==> src/rtl/moving_avg.sv <==
`default_nettype none
// ============================================================================
// Module      : moving_avg
// Description : Running mean of the last 2^LOG2_N unsigned samples, with
//               optional round-half-up on the final divide-by-shift.
// Revision    : 1.0 - initial release
// ============================================================================
module moving_avg #(
  parameter int W      = 4,
  parameter int LOG2_N = 1,
  parameter int ROUND  = 0
) (
  input  logic                  clk,
  input  logic                  rst,
  input  logic                  clear,
  input  logic                  in_valid,
  input  logic [W-1:0]          in_data,
  output logic                  out_valid,
  output logic [W-1:0]          out_data,
  output logic                  window_full,
  output logic [W+LOG2_N-1:0]   sum_out
);

  localparam int SW = W + LOG2_N;
  localparam int N  = 1 << LOG2_N;

  localparam logic [LOG2_N:0] c_FULL = {1'b1, {LOG2_N{1'b0}}};
  localparam logic [SW:0]     c_HALF = (ROUND != 0) ? ({{SW{1'b0}}, 1'b1} << (LOG2_N - 1)) : '0;

  logic [W-1:0]      r_buf [N];
  logic [LOG2_N-1:0] r_wr_ptr;
  logic [LOG2_N:0]   r_fill;
  logic [SW-1:0]     r_sum;
  logic              r_out_valid;
  logic [W-1:0]      r_out_data;
  logic              r_window_full;

  logic              w_accept;
  logic [W-1:0]      w_oldest;
  logic [SW-1:0]     w_sum_n;
  logic [SW:0]       w_round;
  logic              w_unused;

  assign w_accept = in_valid & ~clear;
  assign w_oldest = r_buf[r_wr_ptr];
  assign w_sum_n  = r_sum + {{LOG2_N{1'b0}}, in_data} - {{LOG2_N{1'b0}}, w_oldest};
  assign w_round  = {1'b0, w_sum_n} + c_HALF;
  // Top bit and fractional bits are discarded; the average always fits W bits.
  assign w_unused = ^{w_round[SW], w_round[LOG2_N-1:0]};

  always_ff @(posedge clk or posedge rst) begin
    if (rst) begin
      for (int i = 0; i < N; i++) r_buf[i] <= '0;
    end else if (clear) begin
      for (int i = 0; i < N; i++) r_buf[i] <= '0;
    end else if (w_accept) begin
      r_buf[r_wr_ptr] <= in_data;
    end
  end

  always_ff @(posedge clk or posedge rst) begin
    if (rst) begin
      r_wr_ptr      <= '0;
      r_fill        <= '0;
      r_sum         <= '0;
      r_out_valid   <= 1'b0;
      r_out_data    <= '0;
      r_window_full <= 1'b0;
    end else if (clear) begin
      r_wr_ptr      <= '0;
      r_fill        <= '0;
      r_sum         <= '0;
      r_out_valid   <= 1'b0;
      r_window_full <= 1'b0;
    end else begin
      r_out_valid <= w_accept;
      if (w_accept) begin
        r_wr_ptr   <= r_wr_ptr + 1'b1;
        r_sum      <= w_sum_n;
        r_out_data <= w_round[LOG2_N +: W];
        if (r_fill != c_FULL) r_fill <= r_fill + 1'b1;
        if (r_fill >= c_FULL - 1'b1) r_window_full <= 1'b1;
      end
    end
  end

  assign out_valid   = r_out_valid;
  assign out_data    = r_out_data;
  assign window_full = r_window_full;
  assign sum_out     = r_sum;

endmodule
`default_nettype wire

==> config.mk <==
export PLATFORM = sky130hd
export DESIGN_NAME = moving_avg
export DESIGN_NICKNAME = d
export VERILOG_FILES = /design/src/rtl/moving_avg.sv
export SDC_FILE = /design/constraint.sdc
export NUM_CORES = 1
export LEC_CHECK = 0
export ABC_AREA = 1
export BUFFER_PORTS_ARGS = -buffer_cell sky130_fd_sc_hd__buf_2
export CORE_ASPECT_RATIO = 1.2
export CORE_MARGIN = 2
export CORE_UTILIZATION = 55
export DETAILED_ROUTE_END_ITERATION = 10
export PLACE_DENSITY = 0.78
export SLEW_MARGIN = 20
export SYNTH_ARGS = -nofsm -noshare
export SYNTH_HDL_FRONTEND = slang
export SYNTH_SLANG_ARGS = --single-unit
export TNS_END_PERCENT = 10
==> constraint.sdc <==
create_clock -name clk -period 2.8 [get_ports clk]
set_input_delay 0.28 -clock clk [delete_from_list [all_inputs] [get_ports clk]]
set_output_delay 0.28 -clock clk [all_outputs]
set_load 0.1 [all_outputs]
==> run metrics <==
Layout area overhead 12.1%; Worst Path Buf+Inv 1; P_int 570 uW; via count 931; initial antenna violation count 0; crit path cell chain nand2_1 > o21ai_0 > fa_1 > inv_1 > fa_1 > or2_2 > nand3_1 > o21ai_0; Overall Power 1.23 mW; multi-input logic area 504 um2; setup repair bufs after CTS 0; fin crit share 80.7%; Slowest cell on crit path dfrtp_1; RSZ-0062 raised after global routing false; Overall Global Routing Usage 22.5%; cell row count 18; Relative slew margins 44.4%; Worst-Margin Slew 0.833 ns; Crit Path Max Fanout 11; critical path arrival 2.46 ns; Crit. End Element register; fillers 175; warnings from Yosys 0; critical path's largest stage delay 0.50 ns; critical path's top delay family adder cells; largest net degree at the start of global routing 23; post-detailed-route wirelength per cell 12.3 um; status complete, no violations; P per Cell Area 914 nW/um2; GRT overflow 0; post-synthesis cell area 1200 um2; Mapped Cells 137; fmax 0.443 GHz; final setup violation count 0; Clock power frac 11.5%; Combinational Power Share 55.3%; Leakage Power 0.733 nW; Sw Pwr 658 uW; Core ar. 2050 um2; layout cells sized above 1 19.7%; root buf cell clkbuf_4; final hold violation count 0; Slew Limit Fails 0; final critical-path required period 2.26 ns; synthesized area per cell 8.75 um2; clock sinks 22; Vias/cell 4.98; sequential share of power 33.2%; CP required 3.00 ns; number of global-route vias before repair 933; Worst-path clk slew 0.11 ns; Worst setup startpoint r_wr_ptr; Die Area 2570 um2; skew final 0.00145 ns; maximum buffer depth of the clock tree 2; first-pass GRT wire length 3980 um; Clk Latency, worst-skew pair 0.31 ns; Net Count, Synth 156; worst ir drop on vdd 0.892 mV; DRT iter0 DRCs 24; antenna viol nets, final 0; worst hold path type in2async; Die X-Extent 46.6 um; number of max-cap violations 0; chip height 55.1 um; Distinct cells, synth 16; total negative setup slack 0 ns; drt pass-1 iters 5; Initial Util 58.5%; Net count, final 178; Post-CTS Hold Buffers 0; CTS tree yes; CTS resizes 0; DRC violations left 0; gpl congestion 0.799; Detailed Place HPWL 1790 um; critical setup path kind reg2reg; Reg-to-Reg Start r_wr_ptr; CP startpoint kind register; final wirelength 2310 um; CTS buffer count 3; number of inserted diodes 0; switching part of the total power 53.6%; #FFs+latches synth 22; FF+latch area 551 um2; sequential area share after synthesis 45.9%; H-tree depth reported by CTS 1; r2r setup slk 0.54 ns; I/O Pins 19; I/O Buffers 18
cells in the final DEF (no fill, tap or decap):
master	count
fa_1	4
nand2_2	1
inv_1	34
nand3_1	10
nor2_8	1
ha_1	7
or2_2	2
o21ai_2	3
a21oi_1	1
buf_2	18
dfrtp_1	22
nand2_1	26
o21ai_0	11
inv_2	3
o22ai_1	9
nor2_1	2
clkbuf_4	3
routing by layer:
| metal | global-route usage (%) | vias to the layer above | share of wire, % |
|---|---|---|---|
| li1 | - | 468 | - |
| met1 | 28.5 | 429 | 42 |
| met2 | 37.3 | 27 | 50 |
| met3 | 3.25 | 7 | 5.0 |
| met4 | 11.6 | 0 | 3.0 |
| met5 | 0 | - | 0 |
worst reg2reg max path, stage by stage, from the launching register on:
cell,delay (ns)
dfrtp_1,0.50
nand2_1,0.10
o21ai_0,0.10
fa_1,0.49
inv_1,0.07
fa_1,0.44
or2_2,0.28
nand3_1,0.09
o21ai_0,0.08
worst paths after layout:
path	to	cells after the start
max	sum_out[2]	8
min	window_full	2
max reg2reg	sum_out[2]	8
min reg2reg	out_data[3]	2
max in group asynchronous	r_buf[6]	2
min in group clk	out_valid	2
through the flow:
step | cell area, um2 | util [%] | cells | hold slack (ns) | setup WS [ns]
2_1_floorplan | 1200 | - | 137 | 0.269 | 0.170
3_3_place_gp | 1320 | 64.5 | 184 | 0.460 | 0.623
3_5_place_dp | 1320 | 64.5 | 184 | 0.465 | 0.551
4_1_cts | 1340 | 65.6 | 187 | 0.151 | 0.535
5_1_grt | 1340 | 65.6 | 187 | 0.183 | 0.357
6_report | 1340 | 65.6 | 187 | 0.123 | 0.540
cells in the mapped netlist:
library cell	n	area, um2
a21oi_1	1	5.00
buf_2	1	5.00
dfrtp_1	22	551
fa_1	4	80.1
ha_1	7	87.6
inv_1	34	128
inv_2	3	11.3
nand2_1	26	97.6
nand2_2	1	6.26
nand3_1	10	50.1
nor2_1	2	7.51
nor2_8	1	20.0
o21ai_0	11	55.1
o21ai_2	3	26.3
o22ai_1	9	56.3
or2_2	2	12.5
sequential cells by signal (all words and copies together) (netlist names):
name and count:
r_buf 8, sum_out 5, out_data 4, r_wr_ptr 1
r_fill 2, out_valid 1, window_full 1
final cells by class:
type                    instances  area share [%]
inverters                      37            10.3
flip-flops and latches         22            41.0
multi-input cells              77            37.5
well taps                      30            2.79
clock buffers                   3            1.68
repair buffers                 18            6.70
cells by family (layout without fill, tap and decap cells):
group	after synthesis	in the layout	share of synthesized area, %
buffers and inverters	38	58	12.0
adder cells (fa/ha/maj)	11	11	14.0
flip-flops	22	22	45.9
AND/OR/NAND/NOR	42	42	16.2
AO/OA/AOI/OAI	24	24	11.9
power groups by stage:
stage	sequential (mW)	clock (mW)	combinational, mW
CTS	0.408	0.147	0.682
global placement	0.411	0	0.662
global route	0.417	0.158	0.742
floorplan	0.747	0	0.231
finish	0.408	0.142	0.679
detailed placement	0.415	0	0.680
Power figures use the tool's default switching activity.
